<file path="src/rtl/lcd_text_buffer_if.sv">
// rtl/lcd_text_buffer_if.sv - write stream, cell read port and status of the LCD text buffer
interface lcd_text_buffer_if;
  logic       wr_valid;
  logic       wr_ready;
  logic [7:0] wr_data;
  logic       set_pos;
  logic [4:0] rd_addr;
  logic [7:0] rd_data;
  logic       dirty;
  logic       dirty_ack;
  logic [4:0] cursor;
  logic       busy;

  modport master (
    output wr_valid, wr_data, set_pos, rd_addr, dirty_ack,
    input  wr_ready, rd_data, dirty, cursor, busy
  );

  modport slave (
    input  wr_valid, wr_data, set_pos, rd_addr, dirty_ack,
    output wr_ready, rd_data, dirty, cursor, busy
  );
endinterface

</file>
<file path="src/rtl/lcd_text_buffer.sv">
// rtl/lcd_text_buffer.sv - 2x16 character buffer with cursor, control bytes and clear sequencer
module lcd_text_buffer #(
  parameter logic [7:0] FILL_CHAR = 8'h20
) (
  input  logic                clk,
  input  logic                rst,
  lcd_text_buffer_if.slave    bus
);

  typedef enum logic {IDLE, CLEAR} state_t;

  state_t     state_q;
  logic [4:0] cursor_q, cursor_d;
  logic [4:0] clr_idx_q;
  logic       dirty_q, dirty_d;
  logic       busy_q, wr_ready_q;
  logic [7:0] rd_data_q;
  logic [7:0] mem_q [32];

  logic       xfer, we, go_clear, clr_last;
  logic [4:0] waddr;
  logic [7:0] wdata;

  assign xfer     = bus.wr_valid && wr_ready_q;
  assign clr_last = (state_q == CLEAR) && (clr_idx_q == 5'd31);

  always_comb begin
    cursor_d = cursor_q;
    we       = 1'b0;
    waddr    = cursor_q;
    wdata    = bus.wr_data;
    go_clear = 1'b0;
    if (state_q == CLEAR) begin
      we    = 1'b1;
      waddr = clr_idx_q;
      wdata = FILL_CHAR;
    end else if (xfer) begin
      if (bus.set_pos) begin
        cursor_d = bus.wr_data[4:0];
      end else if (bus.wr_data >= 8'h20) begin
        we       = 1'b1;
        cursor_d = cursor_q + 5'd1;
      end else begin
        case (bus.wr_data)
          8'h0D:   cursor_d = {cursor_q[4], 4'b0000};
          8'h0A:   cursor_d = {~cursor_q[4], cursor_q[3:0]};
          8'h08:   cursor_d = cursor_q - 5'd1;
          8'h0C: begin
            cursor_d = 5'd0;
            go_clear = 1'b1;
          end
          default: cursor_d = cursor_q;
        endcase
      end
    end
  end

  // A set condition on the same edge as dirty_ack keeps the refresh request alive.
  always_comb begin
    dirty_d = dirty_q;
    if ((we && (state_q == IDLE)) || clr_last)
      dirty_d = 1'b1;
    else if (bus.dirty_ack)
      dirty_d = 1'b0;
  end

  always_ff @(posedge clk or negedge rst) begin
    if (!rst) begin
      state_q    <= CLEAR;
      clr_idx_q  <= 5'd0;
      busy_q     <= 1'b1;
      wr_ready_q <= 1'b0;
      cursor_q   <= 5'd0;
      dirty_q    <= 1'b0;
      rd_data_q  <= 8'h00;
    end else begin
      cursor_q  <= cursor_d;
      dirty_q   <= dirty_d;
      rd_data_q <= mem_q[bus.rd_addr];
      case (state_q)
        IDLE: begin
          if (go_clear) begin
            state_q    <= CLEAR;
            clr_idx_q  <= 5'd0;
            busy_q     <= 1'b1;
            wr_ready_q <= 1'b0;
          end
        end
        CLEAR: begin
          clr_idx_q <= clr_idx_q + 5'd1;
          if (clr_last) begin
            state_q    <= IDLE;
            busy_q     <= 1'b0;
            wr_ready_q <= 1'b1;
          end
        end
        default: state_q <= CLEAR;
      endcase
    end
  end

  // Cell storage has no reset; the clear sequence initialises it after every reset.
  always_ff @(posedge clk) begin
    if (we)
      mem_q[waddr] <= wdata;
  end

  assign bus.wr_ready = wr_ready_q;
  assign bus.busy     = busy_q;
  assign bus.cursor   = cursor_q;
  assign bus.dirty    = dirty_q;
  assign bus.rd_data  = rd_data_q;

endmodule
</file>
<file path="src/flat_wrapper.sv">
// flat-port wrapper written by rule: the top's interface ports become plain ports
module lcd_text_buffer_flat 
#(
  parameter logic [7:0] FILL_CHAR = 8'h20
)
  (clk, rst, bus_wr_valid, bus_wr_data, bus_set_pos, bus_rd_addr, bus_dirty_ack, bus_wr_ready, bus_rd_data, bus_dirty, bus_cursor, bus_busy);
  lcd_text_buffer_if bus_i ();
  input  logic clk;
  input  logic rst;
  input wire logic [$bits(bus_i.wr_valid)-1:0] bus_wr_valid;
  input wire logic [$bits(bus_i.wr_data)-1:0] bus_wr_data;
  input wire logic [$bits(bus_i.set_pos)-1:0] bus_set_pos;
  input wire logic [$bits(bus_i.rd_addr)-1:0] bus_rd_addr;
  input wire logic [$bits(bus_i.dirty_ack)-1:0] bus_dirty_ack;
  output wire logic [$bits(bus_i.wr_ready)-1:0] bus_wr_ready;
  output wire logic [$bits(bus_i.rd_data)-1:0] bus_rd_data;
  output wire logic [$bits(bus_i.dirty)-1:0] bus_dirty;
  output wire logic [$bits(bus_i.cursor)-1:0] bus_cursor;
  output wire logic [$bits(bus_i.busy)-1:0] bus_busy;
  assign bus_i.wr_valid = bus_wr_valid;
  assign bus_i.wr_data = bus_wr_data;
  assign bus_i.set_pos = bus_set_pos;
  assign bus_i.rd_addr = bus_rd_addr;
  assign bus_i.dirty_ack = bus_dirty_ack;
  assign bus_wr_ready = bus_i.wr_ready;
  assign bus_rd_data = bus_i.rd_data;
  assign bus_dirty = bus_i.dirty;
  assign bus_cursor = bus_i.cursor;
  assign bus_busy = bus_i.busy;
  lcd_text_buffer #(.FILL_CHAR(FILL_CHAR)) u_core (.clk(clk), .rst(rst), .bus(bus_i));
endmodule
</file>
<file path="config.mk">
export PLATFORM = sky130hd
export DESIGN_NAME = lcd_text_buffer_flat
export DESIGN_NICKNAME = d
export VERILOG_FILES = /design/src/rtl/lcd_text_buffer_if.sv /design/src/rtl/lcd_text_buffer.sv /design/src/flat_wrapper.sv
export SDC_FILE = /design/constraint.sdc
export NUM_CORES = 1
export LEC_CHECK = 0
export CAP_MARGIN = 20
export CORE_MARGIN = 5
export CORE_UTILIZATION = 40
export DETAILED_ROUTE_END_ITERATION = 16
export GPL_ROUTABILITY_DRIVEN = 0
export PLACE_DENSITY_LB_ADDON = 0.15
export RECOVER_POWER = 25
export SLEW_MARGIN = 30
export SYNTH_ARGS = -nofsm -noshare
export SYNTH_HDL_FRONTEND = slang
export SYNTH_SLANG_ARGS = --single-unit
export TNS_END_PERCENT = 5
</file>
<file path="constraint.sdc">
create_clock -name clk -period 2.6 [get_ports clk]
set_clock_uncertainty 0.15 [all_clocks]
set_input_delay 0.52 -clock clk [delete_from_list [all_inputs] [get_ports clk]]
set_output_delay 0.52 -clock clk [all_outputs]
set_load 0.02 [all_outputs]
</file>
==> impl_metrics.py, run 1 <==
metrics = {
    "run_status": {
        "status": "completed",
    },
    "logic_synthesis": {
        "yosys.area.top_type": "edfxtp_1",
        "syn_inst": 550,
        "synth_edf_count": 256,
        "ys_seq_elements": 278,
        "yosysMostFrequentCell": "edfxtp_1",
        "yosys-top-cells-area": "edfxtp_1, mux4_2, dfrtp_1",
        "synth-seq-area-share_pct": 73.8,
        "syn_area_sq_um": 11200,
        "yosys-top-cells-count": "edfxtp_1, mux4_2, nor2_1",
        "synth_fp_nets": 572,
        "synth_ff_type": "edfxtp_1",
        "synth.top_cell.area_share_pct": 68.8,
        "synth.distinct_cells": 49,
        "ys_warn_count": 0,
        "async_reset_ff_share_pct": 7.91,
        "avgSynthCellArea_sq_um": 20.3,
    },
    "clocking": {
        "cts-root-buf": "clkbuf_16",
        "cts_made_buffers": 29,
        "htreeDepth": 1,
        "tritoncts": "built",
        "cts-resized-gates": 0,
        "clockBufferDepth": 3,
        "clk_latency_ps": 530,
        "clk_pin_slew_ps": 60,
        "ctsHoldBuffers": 0,
        "post_cts_buffers": 0,
        "clock_sinks": 278,
    },
    "floorplan": {
        "core_sq_um": 27700,
        "die_w_microns": 177,
        "die_h_microns": 177,
        "io-pin-count": 34,
        "fp-row-count": 61,
        "start_util_pct": 40.3,
        "die_area_sq_um": 31400,
    },
    "layout": {
        "nets": 679,
        "fillers": 2305,
        "area_growth_pct": 19.6,
        "multi_input_area_sq_um": 2780,
        "final_cells": 1057,
        "diodes": 0,
        "drive_gt1_share_pct": 31.5,
        "ff_latch_area_sq_um": 8240,
    },
    "critical_path": {
        "arrival_ps": 1780,
        "rr_startpoint": "u_core.state_q$_DFF_PN1_",
        "cp.required_ps": 1930,
        "endpoint": "bus_cursor[3]",
        "rrSetupSlack_ps": 230,
        "crit_path_top_delay_cell": "clkdlybuf4s50_1",
        "path_buf_inv": 1,
        "path_class": "flop to output port",
        "critical-path-max-stage-delay_ps": 680,
        "worst-path-stages": 1,
        "r2r_end": "u_core.mem_q[0][6]$_DFFE_PP_",
        "crit_path_end_kind": "output port",
        "worstPathCellList": "clkdlybuf4s50_1",
        "cp-start-kind": "flop",
        "reg2reg_depth": 3,
        "crit_fanout": 10,
        "startpoint": "u_core.bus.cursor[3]$_DFFE_PN0P_",
        "cpLargestDelayFamily": "buffers and inverters",
    },
    "pwr": {
        "fin_total_pwr_mw": 9.81,
        "peakVddDrop_mv": 0.538,
        "power.density_nw_per_um2": 734,
        "leakage_nw": 4.40,
    },
    "global_route": {
        "grt_pass1_wl_microns": 36300,
        "antenna_found_initial": 0,
        "gr-total-overflow": 0,
        "grtUsageTotal_pct": 15.4,
        "grt_pass1_vias": 5862,
        "grt_start_max_net_pins": 33,
    },
    "drt": {
        "drtIter0Drc": 461,
        "vias": 5562,
        "wl_per_cell_microns": 22.7,
        "drc": 0,
        "drt_first_pass_iters": 4,
        "vias_per_cell": 5.26,
        "drt_wl_total_microns": 24000,
        "ant_nets": 0,
    },
    "run": {
        "max_cap_violations": 0,
    },
    "worst_hold_path": {
        "min_path_type": "flop to flop",
    },
    "sta": {
        "drv_slew": 0,
        "period_needed_ps": 2450,
        "relSlewSlack_pct": 1.17,
        "setup_viol_count_final": 0,
        "holdWs_ps": 357,
        "max_freq_mhz": 409,
        "period_share_pct": 94.0,
        "finalHoldViolCount": 0,
        "tightest_slew_ps": 1480,
        "rsz0062_at_grt": "no",
    },
    "place": {
        "hpwl_microns": 15800,
        "io_buffer_count": 33,
        "placedCellCount": 1004,
    },
}
-- sequential cells by signal, summed over array words and instances, names as in the netlist --
name	cells
u_core.mem_q	256
u_core.bus.rd_data	8
u_core.bus.cursor	5
u_core.clr_idx_q	5
u_core.bus.busy	1
u_core.bus.dirty	1
u_core.bus.wr_ready	1
u_core.state_q	1
-- through the flow --
stage               TNS, ps  utilization, %  instance area [sq um]  setup slack [ps]
finish                    0            48.2                  13400               155
floorplan                 0               -                  11200               122
global route              0            48.2                  13400              81.2
CTS                       0            48.5                  13400               129
global placement     -27540            45.3                  12500              -192
detailed placement   -31350            45.3                  12500              -219
-- layout by cell type, fill, tap and decap left out, types with 3 or more instances in the layout --
master	instances
dfrtp_1	20
ha_1	4
a21oi_1	6
mux2_2	10
a32o_1	3
nand2b_1	8
clkbuf_16	30
clkinv_2	7
clkbuf_1	13
nand3_1	7
clkbuf_2	4
nor2b_2	6
buf_12	8
buf_4	59
clkdlybuf4s50_1	30
nor2_1	37
inv_1	6
xor2_1	3
nor4_1	4
edfxtp_1	256
a22o_1	3
nand2_1	20
mux4_2	80
o21ai_0	6
or3_1	3
-- report_power, final --
group,internal (mW),total [mW],switching (mW)
combinational,0.411,0.884,0.473
clock,2.27,3.84,1.57
sequential,5.00,5.09,0.0927
-- worst min path at each step --
| stage | startpoint | to | slack [ps] | cells past startpoint |
|---|---|---|---|---|
| floorplan | rst | u_core.bus.cursor[0]$_DFFE_PN0P_ | 70 | 0 |
| global placement | u_core.bus.dirty$_DFFE_PN0P_ | u_core.bus.dirty$_DFFE_PN0P_ | 340 | 2 |
| detailed placement | u_core.bus.dirty$_DFFE_PN0P_ | u_core.bus.dirty$_DFFE_PN0P_ | 350 | 2 |
| CTS | rst | u_core.bus.cursor[4]$_DFFE_PN0P_ | 200 | 2 |
| global route | u_core.bus.dirty$_DFFE_PN0P_ | u_core.bus.dirty$_DFFE_PN0P_ | 380 | 2 |
| finish | u_core.bus.dirty$_DFFE_PN0P_ | u_core.bus.dirty$_DFFE_PN0P_ | 360 | 2 |
-- cell families (layout without fill, tap and decap cells) --
logic type                 Yosys count  count (layout)  synth area share (%)
AOI/OAI and AO/OA                   31              31                  1.99
xor gates and xnor gates             4               4                 0.314
and+or+nand+nor                    105             105                  4.65
adders and majority gates            4               4                 0.448
muxes                               92              92                  17.3
DFF                                278             278                  73.8
buffers and inverters               36             165                  1.49
-- cell type report --
| type | count | area share, % |
|---|---|---|
| clock buffers | 42 | 6.11 |
| clock inverters | 11 | 0.599 |
| inverters | 6 | 0.169 |
| multi-input cells | 236 | 20.8 |
| flip-flops and latches | 278 | 61.7 |
| well taps | 378 | 3.54 |
| repair buffers | 106 | 7.11 |
-- per-layer routing --
metal  routed length, microns  part of all wire (%)  up-vias  track usage, %
met2                    11500                    48      131            24.6
met3                     1100                   4.6       21            2.37
met4                      258                   1.1        0            3.32
met1                    11100                    46     2934            22.8
li1                         -                     -     2476               -
met5                        0                     0        -               0
Note: power is estimated with default switching activity, not from simulation.
==> run 2: changes to the inputs <==
--- a/config.mk
+++ b/config.mk
@@ -5,6 +5,7 @@
 export SDC_FILE = /design/constraint.sdc
 export NUM_CORES = 1
 export LEC_CHECK = 0
+export ABC_AREA = 1
 export CAP_MARGIN = 20
 export CORE_MARGIN = 5
 export CORE_UTILIZATION = 40
==> impl_metrics.py, run 2 <==
metrics = {
    "drt": {
        "vias": 7931,
        "ant_nets": 0,
        "wl_per_cell_microns": 19.2,
        "vias_per_cell": 5.02,
        "drt_first_pass_iters": 5,
        "drt_wl_total_microns": 30400,
        "drtIter0Drc": 668,
        "drc": 0,
    },
    "logic_synthesis": {
        "synth_ff_type": "edfxtp_1",
        "yosys.area.top_type": "edfxtp_1",
        "synth.distinct_cells": 24,
        "yosysMostFrequentCell": "nand2_1",
        "syn_inst": 1097,
        "synth-seq-area-share_pct": 69.9,
        "synth_edf_count": 256,
        "ys_seq_elements": 278,
        "ys_warn_count": 0,
        "synth_fp_nets": 1119,
        "syn_area_sq_um": 11800,
        "synth.top_cell.area_share_pct": 65.2,
        "yosys-top-cells-count": "nand2_1, edfxtp_1, nand3_1",
        "avgSynthCellArea_sq_um": 10.7,
        "yosys-top-cells-area": "edfxtp_1, nand2_1, nand3_1",
        "async_reset_ff_share_pct": 7.91,
    },
    "global_route": {
        "grt_start_max_net_pins": 81,
        "grt_pass1_vias": 7787,
        "gr-total-overflow": 0,
        "antenna_found_initial": 0,
        "grt_pass1_wl_microns": 46500,
        "grtUsageTotal_pct": 18.3,
    },
    "critical_path": {
        "arrival_ps": 1790,
        "path_buf_inv": 1,
        "reg2reg_depth": 4,
        "crit_path_end_kind": "output port",
        "r2r_end": "u_core.mem_q[3][0]$_DFFE_PP_",
        "cp.required_ps": 1930,
        "startpoint": "u_core.bus.cursor[2]$_DFFE_PN0P_",
        "path_class": "flop to output port",
        "crit_path_top_delay_cell": "clkdlybuf4s50_1",
        "crit_fanout": 9,
        "cp-start-kind": "flop",
        "worstPathCellList": "clkdlybuf4s50_1",
        "cpLargestDelayFamily": "buffers and inverters",
        "critical-path-max-stage-delay_ps": 680,
        "rrSetupSlack_ps": 170,
        "worst-path-stages": 1,
        "endpoint": "bus_cursor[2]",
        "rr_startpoint": "u_core.state_q$_DFF_PN1_",
    },
    "pwr": {
        "fin_total_pwr_mw": 10.2,
        "power.density_nw_per_um2": 736,
        "leakage_nw": 5.35,
        "peakVddDrop_mv": 0.485,
    },
    "worst_hold_path": {
        "min_path_type": "flop to flop",
    },
    "clocking": {
        "clock_sinks": 278,
        "tritoncts": "built",
        "clk_latency_ps": 550,
        "ctsHoldBuffers": 0,
        "cts-resized-gates": 0,
        "cts_made_buffers": 30,
        "clk_pin_slew_ps": 60,
        "cts-root-buf": "clkbuf_16",
        "clockBufferDepth": 3,
        "post_cts_buffers": 0,
        "htreeDepth": 1,
    },
    "sta": {
        "finalHoldViolCount": 0,
        "setup_viol_count_final": 0,
        "tightest_slew_ps": 1540,
        "period_share_pct": 94.4,
        "rsz0062_at_grt": "no",
        "period_needed_ps": 2460,
        "relSlewSlack_pct": -2.60,
        "max_freq_mhz": 407,
        "drv_slew": 23,
        "setup_ws_ps": 145,
        "holdWs_ps": 337,
    },
    "layout": {
        "drive_gt1_share_pct": 10.9,
        "final_common_cell": "nand2_1",
        "area_growth_pct": 18.2,
        "nets": 1195,
        "top_register": "u_core.mem_q",
        "final_cells": 1579,
        "largest_register_ffs": 256,
        "layout_common_cells": "nand2_1, edfxtp_1, nand3_1, nor2_1, buf_4",
        "post-route-cell-area_sq_um": 13900,
        "diodes": 0,
    },
    "floorplan": {
        "fp-row-count": 62,
        "io-pin-count": 34,
        "start_util_pct": 40.7,
        "die_w_microns": 182,
        "die_area_sq_um": 33000,
        "core_sq_um": 28900,
        "die_h_microns": 182,
    },
    "place": {
        "hpwl_microns": 18900,
        "io_buffer_count": 33,
        "dp_slack_ps": -31.2,
        "placedCellCount": 1525,
        "dpl_cell_area_sq_um": 13000,
    },
    "run": {
        "max_cap_violations": 1,
    },
    "run_status": {
        "status": "complete, but fails checks",
        "violations": "capacitance limit, slew limit",
    },
}
[run 2: cell types whose count changed after synthesis, sizes merged, moves of 4 or more]
| cell | delta |
|---|---|
| inv | +28 |
| nor4 | -4 |
| nor2b | -8 |
| clkbuf | -6 |
| nand2b | -8 |
| mux2 | -11 |
| nand2 | +400 |
| o21ai | +12 |
| mux4 | -80 |
| nor2 | +25 |
| nand3 | +205 |
| buf | +32 |
[run 2: worst min-delay path by stage]
stage                                start                          endpoint  slack, ps  depth (start not counted)
6_report       u_core.bus.busy$_DFFE_PN1P_       u_core.bus.busy$_DFFE_PN1P_        340                          2
5_1_grt        u_core.bus.busy$_DFFE_PN1P_       u_core.bus.busy$_DFFE_PN1P_        370                          2
4_1_cts                                rst      u_core.bus.dirty$_DFFE_PN0P_        200                          2
3_5_place_dp   u_core.bus.busy$_DFFE_PN1P_       u_core.bus.busy$_DFFE_PN1P_        330                          2
3_3_place_gp   u_core.bus.busy$_DFFE_PN1P_       u_core.bus.busy$_DFFE_PN1P_        320                          2
2_1_floorplan                          rst  u_core.bus.cursor[0]$_DFFE_PN0P_         70                          0
[run 2: layer usage]
layer  global-route usage, %  share of wire (%)  routed length [microns]
met4                    3.66                1.5                      469
met3                    2.14                4.5                     1360
met2                    29.9                 47                    14400
met1                    26.6                 47                    14100
met5                       0                  0                        0
[run 2: cells by family after synthesis]
family / after synthesis / synth area share, %
AOI/OAI and AO/OA: 23 / 1.13
xor gates and xnor gates: 3 / 0.223
adders and majority gates: 4 / 0.425
buffers and inverters: 90 / 3.45
DFF: 278 / 69.9
and+or+nand+nor: 699 / 24.9
[run 2: area by class of cell]
cell class	count	area (sq um)
Fill cell	2648	15000
Tap cell	384	480
Timing Repair Buffer	100	930
Clock inverter	14	175
Clock buffer	40	820
Multi-Input combinational cell	729	3160
Sequential cell	278	8240
Inverter	34	129
[run 2: report_power, final]
group | internal (mW) | total, mW | switching [mW]
clock | 2.60 | 4.26 | 1.67
combinational | 0.306 | 0.945 | 0.640
sequential | 4.98 | 5.04 | 0.0641
total | 7.88 | 10.2 | 2.37
[run 2: per-stage QoR]
| stage | util, % | TNS (ps) |
|---|---|---|
| after floorplan | - | 0 |
| after global placement | 45.1 | -240 |
| after detailed placement | 45.1 | -248 |
| after CTS | 48.5 | 0 |
| after global routing | 48.1 | 0 |
| final | 48.1 | 0 |
==> run 3: changes to the inputs <==
--- a/config.mk
+++ b/config.mk
@@ -11,6 +11,7 @@
 export CORE_UTILIZATION = 40
 export DETAILED_ROUTE_END_ITERATION = 16
 export GPL_ROUTABILITY_DRIVEN = 0
+export GPL_TIMING_DRIVEN = 0
 export PLACE_DENSITY_LB_ADDON = 0.15
 export RECOVER_POWER = 25
 export SLEW_MARGIN = 30
==> impl_metrics.py, run 3 (synthesis gave the netlist of run 2 again) <==
metrics = {
    "run_status": {
        "status": "complete, but fails checks",
        "violations": "setup timing",
    },
    "global_route": {
        "gr-total-overflow": 0,
        "grt_pass1_wl_microns": 48400,
        "grt_start_max_net_pins": 21,
        "grt_pass1_vias": 7886,
        "grtUsageTotal_pct": 19.1,
        "antenna_found_initial": 0,
    },
    "floorplan": {
        "fp-row-count": 62,
        "die_area_sq_um": 33000,
        "start_util_pct": 40.7,
        "io-pin-count": 34,
        "die_w_microns": 182,
        "core_sq_um": 28900,
        "die_h_microns": 182,
    },
    "critical_path": {
        "cp.required_ps": 2610,
        "cp-start-kind": "primary input",
        "reg2reg_depth": 6,
        "crit_fanout": 8,
        "rr_startpoint": "u_core.state_q$_DFF_PN1_",
        "rrSetupSlack_ps": -20,
        "arrival_ps": 2770,
        "path_class": "primary input to flop",
        "crit_path_end_kind": "flop",
        "r2r_end": "u_core.mem_q[10][6]$_DFFE_PP_",
    },
    "pwr": {
        "leakage_nw": 5.26,
        "power.density_nw_per_um2": 745,
        "peakVddDrop_mv": 0.567,
    },
    "place": {
        "io_buffer_count": 29,
        "placedCellCount": 1519,
        "dp_slack_ps": -727,
        "hpwl_microns": 22300,
    },
    "run": {
        "max_cap_violations": 0,
    },
    "sta": {
        "setup_ws_ps": -162,
        "period_share_pct": 106,
        "period_needed_ps": 2760,
        "rsz0062_at_grt": "yes",
        "setup_tns_ps": -4590,
        "holdWs_ps": 250,
        "relSlewSlack_pct": 15.7,
        "setup_viol_count_final": 48,
        "finalHoldViolCount": 0,
        "drv_slew": 0,
        "tightest_slew_ps": 1260,
        "max_freq_mhz": 362,
    },
    "clocking": {
        "tritoncts": "built",
        "cts_made_buffers": 30,
        "htreeDepth": 1,
        "cts-root-buf": "clkbuf_16",
        "clk_pin_slew_ps": 60,
        "clockBufferDepth": 3,
        "post_cts_buffers": 0,
        "clock_sinks": 278,
        "clk_latency_ps": 550,
    },
    "layout": {
        "layout_common_cells": "nand2_1, edfxtp_1, nand3_1, buf_2, clkbuf_16",
        "drive_gt1_share_pct": 12.2,
        "diodes": 0,
        "top_register": "u_core.mem_q",
        "nets": 1190,
        "final_common_cell": "nand2_1",
        "largest_register_ffs": 256,
        "final_cells": 1576,
        "area_growth_pct": 17.8,
    },
    "drt": {
        "drc": 0,
        "ant_nets": 0,
        "drt_first_pass_iters": 5,
        "drt_wl_total_microns": 31900,
        "drtIter0Drc": 622,
        "vias": 8152,
        "vias_per_cell": 5.17,
        "wl_per_cell_microns": 20.3,
    },
    "worst_hold_path": {
        "hold_end": "u_core.bus.cursor[4]$_DFFE_PN0P_",
        "min_path_type": "primary input to flop",
        "worst_hold_startpoint": "bus_set_pos",
        "whs_path_depth": 5,
    },
}
run 3: critical path, cell delays in order:
cell and delay (ps):
clkdlybuf4s50_1 470, inv_1 80, nand2_1 240, nand2_1 160, nand2_1 210, nand3_2 300
nor2_1 790
run 3: what timing repair did:
action	in CTS	in global routing
hold buffers	1	0
setup endpoints to repair	184	152
gates cloned	0	0
resized for setup	14	11
hold endpoints to repair	20	0
run 3: where the power goes:
part / leakage [nW] / total [mW] / switching, mW / internal (mW)
logic: 2.20 / 1.00 / 0.697 / 0.306
clock network: 0.489 / 4.31 / 1.74 / 2.57
registers: 2.57 / 5.03 / 0.0537 / 4.97
run 3: how the worst max path moves through the flow:
stage              startpoint                             to  depth (start not counted)
6_report       bus_wr_data[5]  u_core.mem_q[10][6]$_DFFE_PP_                          7
3_5_place_dp   bus_wr_data[5]  u_core.mem_q[16][2]$_DFFE_PP_                          7
5_1_grt        bus_wr_data[5]  u_core.mem_q[14][4]$_DFFE_PP_                          7
2_1_floorplan     bus_set_pos   u_core.mem_q[1][0]$_DFFE_PP_                          6
3_3_place_gp   bus_wr_data[4]  u_core.mem_q[18][4]$_DFFE_PP_                          3
4_1_cts        bus_wr_data[5]  u_core.mem_q[14][4]$_DFFE_PP_                          7
run 3: metrics by stage:
step                      total power, mW  util (%)  cell area, sq um
after CTS                            10.4      48.1             13900
final                                10.3      48.0             13900
after global placement               6.07      43.4             12600
after floorplan                      5.68         -             11800
after detailed placement             6.11      44.4             12900
after global routing                 10.7      48.0             13900
run 3: cell type report:
| type | instances | area (sq um) |
|---|---|---|
| Multi-Input combinational cell | 729 | 3250 |
| Inverter | 34 | 128 |
| Fill cell | 2615 | 15100 |
| Buffer | 56 | 278 |
| Timing Repair Buffer | 39 | 494 |
| Clock inverter | 24 | 231 |
| Clock buffer | 32 | 779 |
| Sequential cell | 278 | 8240 |
| Tap cell | 384 | 480 |
run 3: routing by layer:
metal / part of all wire [%] / up-vias / track usage [%]
met1: 46 / 3989 / 27.6
met5: 0 / - / 0
li1: - / 3898 / -
met4: 1.3 / 0 / 3.33
met2: 47 / 229 / 31.5
met3: 5.0 / 36 / 2.36
